`src/rtl/calc_pkg.sv`:
```
// Shared keypad/calculator definitions: key vector width, digit width and encoder states.
package calc_pkg;

  localparam int KEY_W   = 10;
  localparam int DIGIT_W = 4;

  localparam logic [KEY_W-1:0] KEY_NONE = 10'h3FF;

  typedef enum logic [1:0] {
    IDLE  = 2'd0,
    CHECK = 2'd1,
    HOLD  = 2'd2
  } key_state_e;

endpackage

```
`src/rtl/onehot_n_decode.sv`:
```
// Combinational decode of an active-low key vector into index, none and multi flags.
module onehot_n_decode
  import calc_pkg::*;
(
  input  logic [KEY_W-1:0]   key_n,
  output logic [DIGIT_W-1:0] index,
  output logic               none,
  output logic               multi
);

  logic [KEY_W-1:0] low;

  always_comb begin
    low   = ~key_n;
    none  = (low == '0);
    // Clearing the lowest set bit leaves something only when two or more keys are down.
    multi = ((low & (low - KEY_W'(1))) != '0);
    index = '0;
    for (int i = KEY_W - 1; i >= 0; i--) begin
      if (low[i]) index = DIGIT_W'(i);
    end
  end

endmodule

```
`src/rtl/keypad_encoder_v.sv`:
```
// Keypad front end: sync, debounce and validate a 10-key active-low keypad into DIGIT/VALID.
// Define KEY_REPEAT_EN to add an auto-repeat strobe every REPEAT_CYCLES while a key is held.
module keypad_encoder_v
  import calc_pkg::*;
#(
  parameter int unsigned STABLE_CYCLES = 1,
  parameter int unsigned REPEAT_CYCLES = 50000000,
  parameter int unsigned CNT_W         = 16
) (
  input  logic               CLK,
  input  logic               RST,
  input  logic [KEY_W-1:0]   KEY_N,
  output logic [DIGIT_W-1:0] DIGIT,
  output logic               VALID,
  output logic               HELD,
  output logic               ERR
);

  localparam logic [CNT_W-1:0] STABLE_LAST = CNT_W'(STABLE_CYCLES);

  logic [KEY_W-1:0]   s1;
  logic [KEY_W-1:0]   ks;
  logic [1:0]         fill;
  logic               wait_rel;
  key_state_e         state;
  logic [DIGIT_W-1:0] cand;
  logic [CNT_W-1:0]   cnt;
  logic [CNT_W-1:0]   cnt_nxt;

  logic [DIGIT_W-1:0] ks_idx;
  logic               ks_none;
  logic               ks_multi;
  logic               ks_one;
  logic               ks_same;

`ifdef KEY_REPEAT_EN
  localparam logic [CNT_W-1:0] REPEAT_LAST = CNT_W'(REPEAT_CYCLES);
  logic [CNT_W-1:0] rpt;
  logic [CNT_W-1:0] rpt_nxt;
  assign rpt_nxt = rpt + CNT_W'(1);
`endif

  onehot_n_decode u_dec (
    .key_n (ks),
    .index (ks_idx),
    .none  (ks_none),
    .multi (ks_multi)
  );

  assign ks_one  = !ks_none && !ks_multi;
  assign ks_same = ks_one && (ks_idx == cand);
  assign cnt_nxt = cnt + CNT_W'(1);

  always_ff @(posedge CLK) begin
    if (RST) begin
      s1       <= KEY_NONE;
      ks       <= KEY_NONE;
      fill     <= '0;
      wait_rel <= 1'b1;
      state    <= IDLE;
      cand     <= '0;
      cnt      <= '0;
      DIGIT    <= '0;
      VALID    <= 1'b0;
      HELD     <= 1'b0;
      ERR      <= 1'b0;
`ifdef KEY_REPEAT_EN
      rpt      <= '0;
`endif
    end else begin
      // Stage boundary: raw pad -> s1 -> ks; fill marks when ks reflects real input again.
      s1    <= KEY_N;
      ks    <= s1;
      fill  <= {fill[0], 1'b1};
      ERR   <= ks_multi;
      VALID <= 1'b0;

      case (state)
        IDLE: begin
          // After reset a key still down must be released before it can be accepted.
          if (wait_rel) begin
            if (fill[1] && ks_none) wait_rel <= 1'b0;
          end else if (ks_one) begin
            cand <= ks_idx;
            cnt  <= CNT_W'(1);
            if (STABLE_CYCLES <= 1) begin
              state <= HOLD;
              HELD  <= 1'b1;
              VALID <= 1'b1;
              DIGIT <= ks_idx;
`ifdef KEY_REPEAT_EN
              rpt   <= '0;
`endif
            end else begin
              state <= CHECK;
            end
          end
        end

        CHECK: begin
          if (ks_same) begin
            cnt <= cnt_nxt;
            if (cnt_nxt == STABLE_LAST) begin
              state <= HOLD;
              HELD  <= 1'b1;
              VALID <= 1'b1;
              DIGIT <= cand;
`ifdef KEY_REPEAT_EN
              rpt   <= '0;
`endif
            end
          end else begin
            state <= IDLE;
            cnt   <= '0;
          end
        end

        HOLD: begin
          if (ks_none) begin
            state <= IDLE;
            HELD  <= 1'b0;
            cnt   <= '0;
`ifdef KEY_REPEAT_EN
            rpt   <= '0;
          end else if (ks_same) begin
            if (rpt_nxt == REPEAT_LAST) begin
              VALID <= 1'b1;
              DIGIT <= cand;
              rpt   <= '0;
            end else begin
              rpt <= rpt_nxt;
            end
          end else begin
            rpt <= '0;
`endif
          end
        end

        default: begin
          state <= IDLE;
          HELD  <= 1'b0;
        end
      endcase
    end
  end

endmodule

```
`config.mk`:
```
export PLATFORM = sky130hd
export DESIGN_NAME = keypad_encoder_v
export DESIGN_NICKNAME = d
export VERILOG_FILES = /design/src/rtl/calc_pkg.sv /design/src/rtl/onehot_n_decode.sv /design/src/rtl/keypad_encoder_v.sv
export SDC_FILE = /design/constraint.sdc
export NUM_CORES = 1
export LEC_CHECK = 0
export ABC_AREA = 1
export CAP_MARGIN = 0
export CORE_MARGIN = 2
export CORE_UTILIZATION = 36
export CTS_CLUSTER_DIAMETER = 40
export DETAILED_ROUTE_END_ITERATION = 10
export PLACE_DENSITY = 0.63
export REMOVE_ABC_BUFFERS = 1
export SLEW_MARGIN = 15
export SYNTH_ARGS = -nofsm -noshare
export SYNTH_HDL_FRONTEND = slang
export SYNTH_SLANG_ARGS = --single-unit
export TNS_END_PERCENT = 5
```
`constraint.sdc`:
```
create_clock -name CLK -period 1.8 [get_ports CLK]
set_input_delay 0.18 -clock CLK [delete_from_list [all_inputs] [get_ports CLK]]
set_output_delay 0.18 -clock CLK [all_outputs]
set_load 0.005 [all_outputs]
```
== After elaboration in Yosys (flattened, before gate mapping) ==
Cells that the tools add are included.

* Mux-type cells: 40
* Bitwise logic cells: 3
* Reduce and logical (&&, ||, !) cells: 15
* Add/sub/neg operators: 2
* Eq/ne operators: 10

{| class="wikitable"
|+ Operator list
! kind !! count
|-
| $mux W16 || 4
|-
| $mux W4 || 14
|-
| $pmux W16 S3 || 1
|-
| $add A16 B1 Y16 const B || 1
|-
| $eq A16 B1 Y1 const B || 1
|-
| $mux W1 || 12
|-
| $and A10 B10 Y10 || 1
|-
| $logic_not A10 Y1 || 1
|-
| $mux W2 || 5
|-
| $ne A2 B2 Y1 const B || 5
|-
| $not A10 Y10 || 1
|-
| $reduce_and A5 Y1 || 2
|-
| $reduce_bool A10 Y1 || 1
|-
| $sub A10 B1 Y10 const B || 1
|-
| $pmux W4 S2 || 1
|-
| $reduce_and A4 Y1 || 2
|-
| $pmux W2 S3 || 1
|-
| $eq A4 B4 Y1 || 1
|-
| $logic_and A1 B1 Y1 || 3
|-
| $ne A3 B3 Y1 const B || 1
|-
| $pmux W1 S3 || 1
|-
| $reduce_and A3 Y1 || 1
|-
| $reduce_bool A3 Y1 || 1
|-
| $eq A2 B1 Y1 const B || 1
|-
| 6 further kinds || 7
|}

* Flip-flop bits (word level): 52
* Output and inout port bits: 7
* Bits of input ports: 12

== Logic depth before layout (Yosys ltp) ==
* Depth in word-level cells: 15
* Mapped depth: 11

== By module ==
A second synthesis with hierarchy kept.

* Cell total of the unflattened synthesis: 129
* Area, all modules: 1114.8 um^2

{| class="wikitable"
|+ Modules (own cells, without submodules)
! module !! cells an instance !! sequential area each (um^2) !! instances !! area each (um^2)
|-
| keypad_encoder_v || 86 || 600.6 || 1 || 908.4
|-
| onehot_n_decode || 43 || 0.0 || 1 || 206.4
|}

== Worst setup path after synthesis ==
No wires, ideal clock.

* Path type: register -> register
* From: register ks[1]
* To: register DIGIT[1]
* Stages on the path, launching flop included: 10
* Clock period less this slack: 1.229 ns
* Setup slack: 0.571 ns
* Arrival time: 1.114 ns
* Cell sequence: dfxtp_1 > nand2_2 > nor2_2 > nand3_1 > nand2_1 > nand3_1 > nor2_4 > nand3_1 > nand2_1 > nor2_1

* Longest elaborated chain between the ends: 9
* Elaborated cells on any way between the ends: 18
* Those cells by class: add/sub: 1; eq/ne: 3; mux: 5; bitwise: 2; reduce/logical: 7

{| class="wikitable"
|+ RTL lines
! element !! line !! text
|-
| from (decl) || keypad_encoder_v.sv:22 || <nowiki>logic [KEY_W-1:0] ks;</nowiki>
|-
| from (signal assigned) || keypad_encoder_v.sv:57 || <nowiki>ks <= KEY_NONE;</nowiki>
|-
| from (signal assigned) || keypad_encoder_v.sv:73 || <nowiki>ks <= s1;</nowiki>
|-
| $not A10 Y10 (*) || onehot_n_decode.sv:14 || <nowiki>low = ~key_n;</nowiki>
|-
| $sub A10 B1 Y10 || onehot_n_decode.sv:17 || <nowiki>multi = ((low & (low - KEY_W'(1))) != '0);</nowiki>
|-
| $and A10 B10 Y10 || onehot_n_decode.sv:17 ||
|-
| $reduce_bool A10 Y1 || onehot_n_decode.sv:17 ||
|-
| $logic_not A1 Y1 || keypad_encoder_v.sv:50 || <nowiki>assign ks_one = !ks_none && !ks_multi;</nowiki>
|-
| $logic_and A1 B1 Y1 || keypad_encoder_v.sv:50 ||
|-
| $logic_and A1 B1 Y1 || keypad_encoder_v.sv:51 || <nowiki>assign ks_same = ks_one && (ks_idx == cand);</nowiki>
|-
| $ne A2 B2 Y1 (no line) || -- ||
|-
| $reduce_and A5 Y1 (no line) || -- ||
|-
| to (signal assigned) || keypad_encoder_v.sv:90 || <nowiki>DIGIT <= ks_idx;</nowiki>
|-
| to (signal assigned) || keypad_encoder_v.sv:107 || <nowiki>DIGIT <= cand;</nowiki>
|-
| to (decl) || keypad_encoder_v.sv:13 || <nowiki>output logic [DIGIT_W-1:0] DIGIT,</nowiki>
|}

Every way passes the cells marked *; elsewhere a longest branch is shown, timed or not. The select of a mux whose other input is x is not followed.
A chain may end at the register's enable or synchronous reset.

== Worst setup path after layout ==
* From: register ks[0]
* To: register DIGIT[2]

Same word-level chain as after synthesis.

==> impl_metrics.json <==
{
  "run_status": "complete, no violations",
  "syn_to_final_growth_pct": 24.8,
  "synthDominantCellAreaShare": 0.521,
  "grt_pass1_vias": 782,
  "clockRootBuffer": "clkbuf_4",
  "finalWorstSetupSlack_ps": 364,
  "end_kind": "register",
  "worstPathArrival_ps": 1660,
  "ir_worst_vdd_mv": 0.442,
  "overflow": 0,
  "postCtsHoldBufs": 0,
  "ys_types": 15,
  "die_x_um": 60.6,
  "max_freq_mhz": 696,
  "start_util": 0.378,
  "synth-seq-cells": 30,
  "drt_iter0_drc": 50,
  "core-area_um2": 3050,
  "port_buffers": 18,
  "cp.buffers_inverters": 0,
  "synth_edf_count": 0,
  "met2_usage": 0.192,
  "fp-row-count": 20,
  "hp-class": "register to register",
  "path_clk_slew_ps": 80,
  "cts.sinks": 30,
  "cpPeakStageDelay_ps": 380,
  "grtUsageMet3": 0.0448,
  "slew_headroom": 0.633,
  "slew_violations": 0,
  "post_cts_buffers": 0,
  "path_cells": "nand2_2 -> nand2_1 -> nand3_1 -> nor2_1 -> nand2_1 -> nor2_4 -> nand3_1 -> nand2_1 -> nor2_1",
  "cts_tree": "built",
  "synth_most_common_cell": "nand2_1",
  "dp.final_hpwl_mm": 1.39,
  "max_cap_violations": 0,
  "grt.busiest_layer": "met2",
  "cp_common_cell": "nand2_1",
  "final_hold_viol_count": 0,
  "ys_seq_area_frac": 0.521,
  "use_met1": 0.137,
  "yosys.area.top_type": "dfxtp_1",
  "first_pass_iters": 4,
  "finalSetupViolations": 0,
  "wl_per_cell_um": 9.09,
  "critPathTopFamily": "simple AND/OR/NAND/NOR gates",
  "drt-vias-per-instance": 4.38,
  "crit_required_ps": 2030,
  "critPathLaunchType": "register",
  "n_antenna_cell": 0,
  "final_nets": 178,
  "skew_ps": 7.89,
  "ant_nets": 0,
  "ios": 19,
  "routed_wl_mm": 1.90,
  "yosys-top-cells-count": "nand2_1, dfxtp_1, or2_2",
  "die_y_um": 60.6,
  "die-area_um2": 3670,
  "grt_max_degree": 23,
  "fin_crit_ps": 1440,
  "drive_gt1_frac": 0.242,
  "p_per_area_nw_per_um2": 863,
  "crit_fanout": 7,
  "setup_tns_ps": 0,
  "async_flop_share": 0,
  "vias": 916,
  "leakagePower_nw": 0.700,
  "ys_warn_count": 0,
  "rsz0062_at_grt": "false",
  "ys.flop_type": "dfxtp_1",
  "crit_type": "register to register",
  "postSynthAreaPerCell_um2": 8.12,
  "grt_use_total": 0.126,
  "grt_pass1_wl_mm": 3.24,
  "clk_latency_ps": 320,
  "cts_max_path_buffers": 2,
  "fin_crit_sh": 0.798,
  "numCtsBuffers": 5,
  "place_ws_ps": 289,
  "drc": 0,
  "antenna_found_initial": 0,
  "tightest_slew_ps": 549,
  "cp_slowest_cell": "dfxtp_1",
  "htree_levels": 2,
  "cts_resized": 0,
  "ys_top_cells_by_area": "dfxtp_1, or2_2, nand2_1, inv_1, nand3_1",
  "place_congestion": 0.794,
  "syn_area_um2": 1150,
  "netlist_instances": 142
}
-- registers in the layout, summed over array words and instances (netlist names) --
| signal | flops |
|---|---|
| ks | 10 |
| s1 | 10 |
| DIGIT | 4 |
| fill | 2 |
| ERR | 1 |
| HELD | 1 |
| VALID | 1 |
| wait_rel | 1 |
-- cell usage in the layout (no fill, tap or decap), drive strengths merged --
master,instances
inv,15
clkdlybuf4s50,18
o21bai,1
nand2,36
or2,22
nand3,11
o21ai,2
buf,1
dfxtp,30
nor2,15
nand4,2
a21oi,6
clkbuf,6
-- final cells by class --
| class | count | area (µm²) |
|---|---|---|
| fillers | 306 | 1610 |
| flip-flops and latches | 30 | 601 |
| multi-input cells | 95 | 489 |
| repair buffers | 19 | 188 |
| inverters | 15 | 56.3 |
| well taps | 44 | 55.1 |
| clock buffers | 6 | 51.3 |
-- per-layer routing --
layer,vias up,share of wire,wire length (µm)
met5,-,0,0
met1,397,0.44,837
met4,0,0.037,70
met3,8,0.064,121
li1,480,-,-
met2,31,0.46,871
-- kinds of logic after synthesis --
group	synth area share
DFF	0.521
buffers and inverters	0.0553
and+or+nand+nor	0.383
AOI/OAI and AO/OA	0.0412
-- power by group --
part | switching (mW) | internal, mW | total, mW
combinational | 0.0807 | 0.0816 | 0.162
sequential | 0.0148 | 0.694 | 0.709
clock | 0.196 | 0.175 | 0.372
total | 0.292 | 0.951 | 1.24
-- path summary, 6_finish.rpt --
path | from | to | slack [ps] | depth (start not counted)
worst max register to register | ks[0] | DIGIT[2] | 360 | 9
worst min-delay path | fill[0] | fill[1] | 410 | 2
worst max-delay path | ks[0] | DIGIT[2] | 360 | 9
worst min register to register | fill[0] | fill[1] | 410 | 2
-- worst min-delay path, delay by kind of cell (launching register included) --
| family | cells | cell delay [ps] |
|---|---|---|
| AND/OR/NAND/NOR | 1 | 30 |
| buffers and inverters | 1 | 40 |
| flip-flops | 1 | 300 |
-- per-stage QoR --
| step | hold WS, ps | util | instance area, µm² | power [mW] | instances |
|---|---|---|---|---|---|
| 6_report | 409 | 0.472 | 1440 | 1.24 | 209 |
| 5_1_grt | 403 | 0.472 | 1440 | 1.31 | 209 |
| 4_1_cts | 394 | 0.472 | 1440 | 1.26 | 209 |
| 3_5_place_dp | 394 | 0.455 | 1390 | 0.888 | 203 |
| 3_3_place_gp | 391 | 0.455 | 1390 | 0.884 | 203 |
| 2_1_floorplan | 249 | - | 1150 | 0.824 | 140 |
No activity file was read; power rests on OpenSTA's default activity.
